## src/rtl/fetch_unit.sv

```systemverilog
// fetch_unit: RV32I fetch front end; issues imem word requests, buffers in-order responses, feeds decode, flushes on redirect.
module fetch_unit #(
  parameter logic [31:0] RESET_PC = 32'h0000_0000,
  parameter int DEPTH = 2
) (
  input  logic        clk,
  input  logic        rst_n,
  output logic        imem_req_valid,
  input  logic        imem_req_ready,
  output logic [31:0] imem_req_addr,
  input  logic        imem_rsp_valid,
  input  logic [31:0] imem_rsp_data,
  input  logic        redirect_valid,
  input  logic [31:0] redirect_pc,
  output logic        id_valid,
  input  logic        id_ready,
  output logic [31:0] id_instr,
  output logic [31:0] id_pc,
  output logic [31:0] id_pc_plus4
);
  localparam int AW = $clog2(DEPTH);
  localparam int CW = AW + 1;
  typedef enum logic {BOOT, RUN} state_t;
  state_t state, state_nx;
  logic [31:0] fetch_pc;
  logic [CW-1:0] inflight_cnt, drop_cnt, fifo_cnt;
  logic [AW-1:0] q_wp, q_rp, f_wp, f_rp;
  logic [31:0] pc_q [DEPTH];
  logic [31:0] instr_mem [DEPTH];
  logic [31:0] pc_mem [DEPTH];
  logic req_fire, rsp_live, drop_rsp, id_pop, has_head;
  // credit covers in-flight, to-be-dropped and buffered entries, so the fifo can never overflow
  always_comb begin
    state_nx = state == BOOT ? RUN : state;
    imem_req_valid = state == RUN && !redirect_valid && (inflight_cnt + drop_cnt + fifo_cnt < CW'(DEPTH));
    req_fire = imem_req_valid && imem_req_ready;
    drop_rsp = imem_rsp_valid && drop_cnt != '0;
    rsp_live = imem_rsp_valid && drop_cnt == '0;
    has_head = fifo_cnt != '0;
    id_valid = has_head && !redirect_valid;
    id_pop = id_valid && id_ready;
    id_instr = has_head ? instr_mem[f_rp] : '0;
    id_pc = has_head ? pc_mem[f_rp] : '0;
    id_pc_plus4 = has_head ? pc_mem[f_rp] + 32'd4 : '0;
  end
  assign imem_req_addr = fetch_pc;
  always_ff @(posedge clk or negedge rst_n)
    if (!rst_n) state <= BOOT;
    else state <= state_nx;
  always_ff @(posedge clk or negedge rst_n) begin
    if (!rst_n) begin
      fetch_pc <= RESET_PC;
      inflight_cnt <= '0;
      drop_cnt <= '0;
      fifo_cnt <= '0;
      q_wp <= '0;
      q_rp <= '0;
      f_wp <= '0;
      f_rp <= '0;
    end else if (redirect_valid) begin
      // every outstanding response becomes stale; one arriving now is discarded here
      fetch_pc <= {redirect_pc[31:2], 2'b00};
      inflight_cnt <= '0;
      drop_cnt <= drop_cnt + inflight_cnt - CW'(imem_rsp_valid);
      fifo_cnt <= '0;
      q_wp <= '0;
      q_rp <= '0;
      f_wp <= '0;
      f_rp <= '0;
    end else begin
      fetch_pc <= req_fire ? fetch_pc + 32'd4 : fetch_pc;
      inflight_cnt <= inflight_cnt + CW'(req_fire) - CW'(rsp_live);
      drop_cnt <= drop_cnt - CW'(drop_rsp);
      fifo_cnt <= fifo_cnt + CW'(rsp_live) - CW'(id_pop);
      q_wp <= req_fire ? q_wp + 1'b1 : q_wp;
      q_rp <= rsp_live ? q_rp + 1'b1 : q_rp;
      f_wp <= rsp_live ? f_wp + 1'b1 : f_wp;
      f_rp <= id_pop ? f_rp + 1'b1 : f_rp;
    end
  end
  always_ff @(posedge clk or negedge rst_n) begin
    if (!rst_n) begin
      for (int i = 0; i < DEPTH; i++) begin
        pc_q[i] <= '0;
        instr_mem[i] <= '0;
        pc_mem[i] <= '0;
      end
    end else if (!redirect_valid) begin
      if (req_fire) pc_q[q_wp] <= fetch_pc;
      if (rsp_live) begin
        instr_mem[f_wp] <= imem_rsp_data;
        pc_mem[f_wp] <= pc_q[q_rp];
      end
    end
  end
endmodule

```

## config.mk

```make
export PLATFORM = sky130hd
export DESIGN_NAME = fetch_unit
export DESIGN_NICKNAME = d
export VERILOG_FILES = /design/src/rtl/fetch_unit.sv
export SDC_FILE = /design/constraint.sdc
export NUM_CORES = 1
export LEC_CHECK = 0
export BUFFER_PORTS_ARGS = -buffer_cell sky130_fd_sc_hd__clkbuf_2
export CAP_MARGIN = 40
export CORE_UTILIZATION = 29
export CTS_CLUSTER_SIZE = 30
export DETAILED_ROUTE_END_ITERATION = 7
export PLACE_DENSITY = 0.46
export SETUP_SLACK_MARGIN = 0.5
export SKIP_CTS_REPAIR_TIMING = 1
export SLEW_MARGIN = 20
export SYNTH_ARGS = -nofsm -noshare
export SYNTH_HDL_FRONTEND = slang
export SYNTH_SLANG_ARGS = --single-unit
```

## constraint.sdc

```tcl
create_clock -name clk -period 8.7 [get_ports clk]
set_clock_uncertainty 0.2 [all_clocks]
set_input_delay 1.74 -clock clk [delete_from_list [all_inputs] [get_ports clk]]
set_output_delay 1.74 -clock clk [all_outputs]
set_load 0.02 [all_outputs]
```

After elaboration in Yosys (flattened, before gate mapping)
Index checks and enable logic that the tools add are counted.

storage, ports and cells
  memories = 0
  output and inout bits = 130
  memory bits (writable) = 0
  logic and storage cells = 91
  register bits after elaboration = 235
  bits in latches = 0
  bits in read-only memories = 0

operators by class
  multiply operators = 0
  reduce and logical (&&, ||, !) cells = 18
  eq/ne operators = 0
  shifts and indexed selects = 0
  muxes and demuxes = 32
  divide/modulo/power cells = 0
  order comparisons = 7
  bitwise logic cells = 5
  add/sub/neg operators = 14

operators with widths
  kind                                                                  count
  32-bit two-way mux                                                    16
  64-bit bitwise mux                                                    3
  32-bit by 3-bit adder with 32-bit output, second input constant       2
  32-bit demux with 1-bit select                                        2
  2-bit nonzero test                                                    5
  1-bit logical AND                                                     9
  2-bit >= comparator, second input constant                            4
  1-bit two-way mux                                                     8
  1-bit NOT with 2-bit output                                           4
  2-bit by 1-bit subtractor with 2-bit output                           4
  2-bit two-way mux                                                     3
  1-bit adder, second input constant                                    4
  2-bit by 1-bit adder with 2-bit output                                2
  2-bit adder                                                           2
  2-bit by 1-bit < comparator with 1-bit output, second input constant  2
  2-bit AND reduction                                                   2
  2-bit logical NOT                                                     1
  2-bit < comparator, second input constant                             1
  1-bit logical NOT                                                     1
  1-bit NOT                                                             1

Depth between registers and ports, before layout
Gate-level depths: netlist of run 1.

  word-level depth = 8
  gate-level depth with buffers = 12
  gate-level depth less buffers = 10

Worst setup path before layout of run 1
Ideal clock, no wire load.

  kind = reg2out
  start = register f_rp
  end = output id_pc_plus4[30]
  path slack = 3.822 ns
  arrival = 2.938 ns
  cell stages (with the launch flop) = 12
  cell sequence = dfrtp_1 buf_2 buf_2 buf_2 buf_2 mux2_2 ha_1 and2_1 nand3_1 clkbuf_1 nor4_1 nor3_1

between the ends
  longest elaborated chain between the ends = 6

RTL lines
  element                                                 RTL line  source
  from (decl)                                             27        logic [AW-1:0] q_wp, q_rp, f_wp, f_rp;
  from (signal assigned)                                  78        f_rp <= id_pop ? f_rp + 1'b1 : f_rp;
  1-bit NOT with 2-bit output (implied by the code)       44        id_pc_plus4 = has_head ? pc_mem[f_rp] + 32'd4 : '0;
  32-bit two-way mux (implied by the code) (3 in series)  44
  32-bit by 3-bit adder with 32-bit output                44
  32-bit two-way mux                                      44
  to (decl)                                               19        output logic [31:0] id_pc_plus4

Every way passes these cells. The select of a mux whose other input is x is not followed.

Worst setup path after layout of run 1
  start = register f_rp
  end = output id_pc_plus4[22]

Same word-level chain as after synthesis.

==> results of run 1 <==
-- critical path, cell delays in order, from the launching register on --
cell      delay, ns
dfrtp_4        0.83
buf_4          0.69
mux2_2         0.30
ha_1           0.18
and2_1         0.25
nand3_1        0.11
buf_4          0.22
nor4b_1        0.36
mux2_2         0.38
clkbuf_2       0.15
-- worst paths after layout --
path | endpoint | slack [ns] | depth (start not counted)
worst max-delay path | id_pc_plus4[22] | 2.67 | 9
worst min-delay path | pc_mem[12] | 0.27 | 2
worst max register to register | pc_q[48] | 5.68 | 8
worst min register to register | pc_mem[12] | 0.27 | 2
max in group asynchronous | f_rp | 5.94 | 3
min in group asynchronous | instr_mem[58] | 1.00 | 1
-- cells in the mapped netlist, types with 5 or more instances --
| cell | count | area share (%) |
|---|---|---|
| nand3_1 | 28 | 1.2 |
| o31ai_1 | 7 | 0.46 |
| o21a_1 | 5 | 0.33 |
| nand2_1 | 72 | 2.4 |
| and2_1 | 12 | 0.66 |
| mux2i_1 | 92 | 8.1 |
| nor2_1 | 118 | 3.9 |
| dfrtp_1 | 225 | 50 |
| a21o_1 | 6 | 0.40 |
| buf_2 | 24 | 1.1 |
| clkbuf_1 | 35 | 1.2 |
| o21ai_0 | 46 | 2.0 |
| ha_1 | 9 | 1.0 |
| a31oi_1 | 8 | 0.44 |
| nand4_1 | 12 | 0.66 |
| o31a_1 | 5 | 0.39 |
| a221o_1 | 11 | 0.97 |
| nor4_1 | 9 | 0.50 |
| buf_1 | 8 | 0.27 |
| xnor2_1 | 13 | 1.0 |
| or3_1 | 8 | 0.44 |
| and3_1 | 6 | 0.33 |
| mux2_2 | 130 | 13 |
| xor2_1 | 8 | 0.62 |
| a21oi_1 | 49 | 2.2 |
| nor3_1 | 20 | 0.89 |
| o211ai_1 | 7 | 0.46 |
| or4_1 | 6 | 0.40 |
| buf_4 | 6 | 0.40 |
| nand3b_1 | 10 | 0.66 |
| inv_1 | 22 | 0.73 |
-- kinds of logic (layout without fill, tap and decap cells) --
logic type,Yosys count,count (layout),synth area share [%]
buffers and inverters,97,284,3.75
DFF,225,225,49.8
AOI/OAI and AO/OA,160,160,8.89
adders and majority gates,9,9,0.996
other,2,7,0.0664
and+or+nand+nor,318,318,13.2
xor gates and xnor gates,24,24,2.18
muxes,222,222,21.1
-- registers in the layout, indices dropped and copies added, names as in the netlist --
name           count
f_wp               1
fifo_cnt           2
drop_cnt           2
imem_req_addr     30
f_rp               1
pc_q              60
instr_mem         64
inflight_cnt       2
state              1
q_rp               1
q_wp               1
pc_mem            60
-- layout make-up --
type                       count  area [sq um]
sequential                   225          5630
inverter                      23          86.3
timing repair buffer         211          1210
tap                          511           639
clock buffer                  41           798
fill                        3898         24200
clock inverter                 9           116
multi-input combinational    740          5300
-- routing by layer --
layer / vias up / track usage [%]
li1: 4090 / -
met1: 4157 / 22.7
met2: 214 / 24.2
met3: 44 / 2.36
met4: 0 / 3.59
met5: - / 0
-- power breakdown --
| group | switching [mW] | internal, mW | total [mW] |
|---|---|---|---|
| combinational | 1.20 | 0.836 | 2.04 |
| sequential | 0.320 | 1.44 | 1.76 |
| clock | 0.453 | 0.694 | 1.15 |
| total | 1.97 | 2.97 | 4.95 |
==> reports/qor.yml, run 1 <==
tightest_slew_ns: 0.869
ys_async_sr_fraction_pct: 100
ys_warn_count: 0
fin_crit_sh_pct: 69.3
netlist_instances: 1057
crit_type: "flop to primary output"
n_antenna_cell: 0
placed_area_sq_um: 12900
ys_seq_elements: 225
design_area_sq_um: 13800
h-tree-depth: 1
coreArea_sq_um: 38000
grt_max_degree: 106
status: "complete, no violations"
hold_class: "flop to flop"
wl_met2_mm: 13.5
cp.arrival_ns: 4.09
finalWorstSetupSlack_ns: 2.67
clock.fmax_mhz: 166
maxSlewViolCount: 0
drv_cap: 0
drtIter0Drc: 356
drt-met1-wl_mm: 15.6
stdcell_count: 1760
syn_to_final_growth_pct: 21.9
regToRegStartpoint: "drop_cnt[0]"
finalPower_mw: 4.95
syn_area_sq_um: 11300
finalHoldWorstSlack_ns: 0.275
fin_nets: 1307
synth_edf_count: 0
cts_root_buffer: "clkbuf_16"
vdd_drop_max_mv: 0.199
die_w_um: 199
post-place-ws_ns: 3.18
floorplan.die_area_sq_um: 39800
wl_per_cell_um: 17.7
cts_tree: "done"
io_buffer_count: 191
ant_nets: 0
routabilityCongestion: 0.780
cts.path.max_buffers: 3
drc: 0
critical_path_required_ns: 6.76
antenna_found_initial: 0
vias_per_cell: 4.83
syn_avg_cell_area_sq_um: 10.7
power_density_nw_per_um2: 359
slew_headroom_pct: 42.0
grt_pass1_vias: 8311
min_from: "pc_mem[12]"
fp.dieH_um: 199
wirelength_mm: 31.1
gr-total-overflow: 0
p_leak_nw: 6.23
rsz0062_at_grt: "false"
grt_util_all_layers_pct: 15.6
synth_cell_type_count: 53
most-common-layout-cells: "dfrtp_1, clkbuf_2, mux2_2"
rows: 71
clk_transition_reported_paths_ns: 0.06
synth-main-ff-cell: "dfrtp_1"
cp-end-kind: "primary output"
cts_made_buffers: 27
synth-seq-area-share_pct: 49.8
drive_above_1_share_pct: 31.8
critPathLaunch: "f_rp"
finalHoldViolations: 0
fin_tns_setup_ns: 0
start_kind: "flop"
start_util_pct: 29.7
finalCriticalPeriod_ns: 6.03
highest_layer: "met4"
utilization_pct: 36.3
dp_hpwl_mm: 21.5
via_count: 8505
cts.sinks: 225
final_common_cell: "dfrtp_1"
grt_pass1_wl_mm: 48.6
dp.cells: 1709
drt-pass1-iter-count: 7
crit_fanout: 47
setup_violations: 0
clock_latency_ns: 0.55
io_pins: 200
wl_met3_mm: 1.42
Note: power is estimated with default switching activity, not from simulation.
==> run 2: changes to the inputs <==
clock period = 5.8 ns   (was 8.7 ns; I/O delays follow)
==> run 2 against run 1 <==
  * Combinational power increased by 49%
  * Count of clock-buffer cells in the layout fell by 1
  * Global-route usage shrank 0.23 points
  * Total power increased by 51%
  * Wire length down 1.0%
  * Non-clock buffer count is the same
  * Register-to-register slack worse by 2.9 ns
  * Critical path depth fell by 1
==> reports/qor.yml, run 2 (same netlist as run 1, synthesis figures left out) <==
dp_hpwl_mm: 21.3
status: "complete, no violations"
fin_tns_setup_ns: 0
grt_util_all_layers_pct: 15.4
power_density_nw_per_um2: 542
fin_nets: 1307
tightest_slew_ns: 0.747
grt_pass1_wl_mm: 48.0
fillers: 3923
fp.dieH_um: 199
finalPower_mw: 7.47
setup_violations: 0
whs_endpoint: "pc_mem[11]"
cp-end-kind: "primary output"
drtIter0Drc: 302
wirelength_mm: 30.8
crit_type: "flop to primary output"
top_regs: "instr_mem x64, pc_mem x60, pc_q x60"
min_from: "pc_mem[11]"
dp.cells: 1709
hold_path_depth: 2
largest_reg_flops: 64
cp.arrival_ns: 3.65
ff2ff_setup_slack_ns: 2.81
final_common_cell: "dfrtp_1"
hold_class: "flop to flop"
drt-pass1-iter-count: 5
slew_headroom_pct: 49.8
top_register: "instr_mem"
die_w_um: 199
gr-total-overflow: 0
n_antenna_cell: 0
start_util_pct: 29.7
clock.fmax_mhz: 200
clock_latency_ns: 0.54
wl_per_cell_um: 17.5
io_pins: 200
stdcell_count: 1760
coreArea_sq_um: 38000
finalCriticalPeriod_ns: 5.01
h-tree-depth: 1
routabilityCongestion: 0.817
start_kind: "flop"
fin_crit_sh_pct: 86.3
maxSlewViolCount: 0
antenna_found_initial: 0
drv_cap: 0
regToRegStartpoint: "inflight_cnt[0]"
post-place-ws_ns: 1.28
drive_above_1_share_pct: 31.7
rsz0062_at_grt: "false"
syn_to_final_growth_pct: 21.9
p_leak_nw: 6.22
floorplan.die_area_sq_um: 39800
crit_fanout: 33
ant_nets: 0
most-common-layout-cells: "dfrtp_1, clkbuf_2, mux2_2"
finalHoldViolations: 0
finalWorstSetupSlack_ns: 0.794
critical_path_required_ns: 4.44
cts_tree: "done"
cts_made_buffers: 27
vias_per_cell: 4.88
cts.path.max_buffers: 3
grt_max_degree: 128
via_count: 8591
clk_transition_reported_paths_ns: 0.06
r2r-end: "pc_q[34]"
io_buffer_count: 191
cts_root_buffer: "clkbuf_16"
r2r_cells: 8
grt_pass1_vias: 8336
drc: 0
cts.sinks: 225
vdd_drop_max_mv: 0.227
rows: 71
[run 2: layer usage]
| layer | routed length (um) | vias to the layer above | global-route usage [%] |
|---|---|---|---|
| li1 | - | 4096 | - |
| met1 | 15500 | 4218 | 22.7 |
| met2 | 13200 | 230 | 23.3 |
| met3 | 1390 | 47 | 2.21 |
| met4 | 705 | 0 | 4.27 |
| met5 | 0 | - | 0 |
[run 2: stage by stage]
| stage | hold WS [ns] | util, % | cell area, sq um |
|---|---|---|---|
| after floorplan | 0.250 | - | 11300 |
| after global placement | 0.260 | 33.6 | 12800 |
| after detailed placement | 0.270 | 33.7 | 12800 |
| after CTS | 0.282 | 36.2 | 13800 |
| after global routing | 0.297 | 36.3 | 13800 |
| final | 0.276 | 36.3 | 13800 |
[run 2: how the worst max path moves through the flow]
stage | from | to | slack [ns] | cells past startpoint
after global routing | f_rp | id_pc_plus4[22] | 0.52 | 8
after detailed placement | f_rp | id_pc_plus4[28] | 1.28 | 8
after CTS | f_rp | id_pc_plus4[28] | 0.70 | 8
after global placement | f_rp | id_pc_plus4[28] | 1.29 | 8
after floorplan | f_rp | id_pc_plus4[30] | 1.50 | 11
final | f_rp | id_pc_plus4[28] | 0.79 | 8
[run 2: cell type report]
class                   instances  area [sq um]  share of cell area [%]
flip-flops and latches        225          5630                    40.9
multi-input cells             740          5300                    38.5
repair buffers                211          1180                    8.57
clock buffers                  40           785                    5.69
well taps                     511           639                    4.64
clock inverters                10           156                    1.13
inverters                      23          86.3                   0.626
[run 2: critical path, stage by stage, from the launching register on]
cell and delay [ns]:
dfrtp_4 0.74, mux2i_1 0.24, inv_1 0.12, ha_1 0.18
and2_1 0.26, nand3_1 0.52, nor4_1 0.51, mux2_2 0.37
clkbuf_2 0.15
[run 2: report_power, final]
part	switching [mW]	leakage, nW	internal (mW)
logic	1.81	2.90	1.24
clock network	0.668	0.461	1.11
registers	0.480	2.86	2.17
total	2.95	6.22	4.51
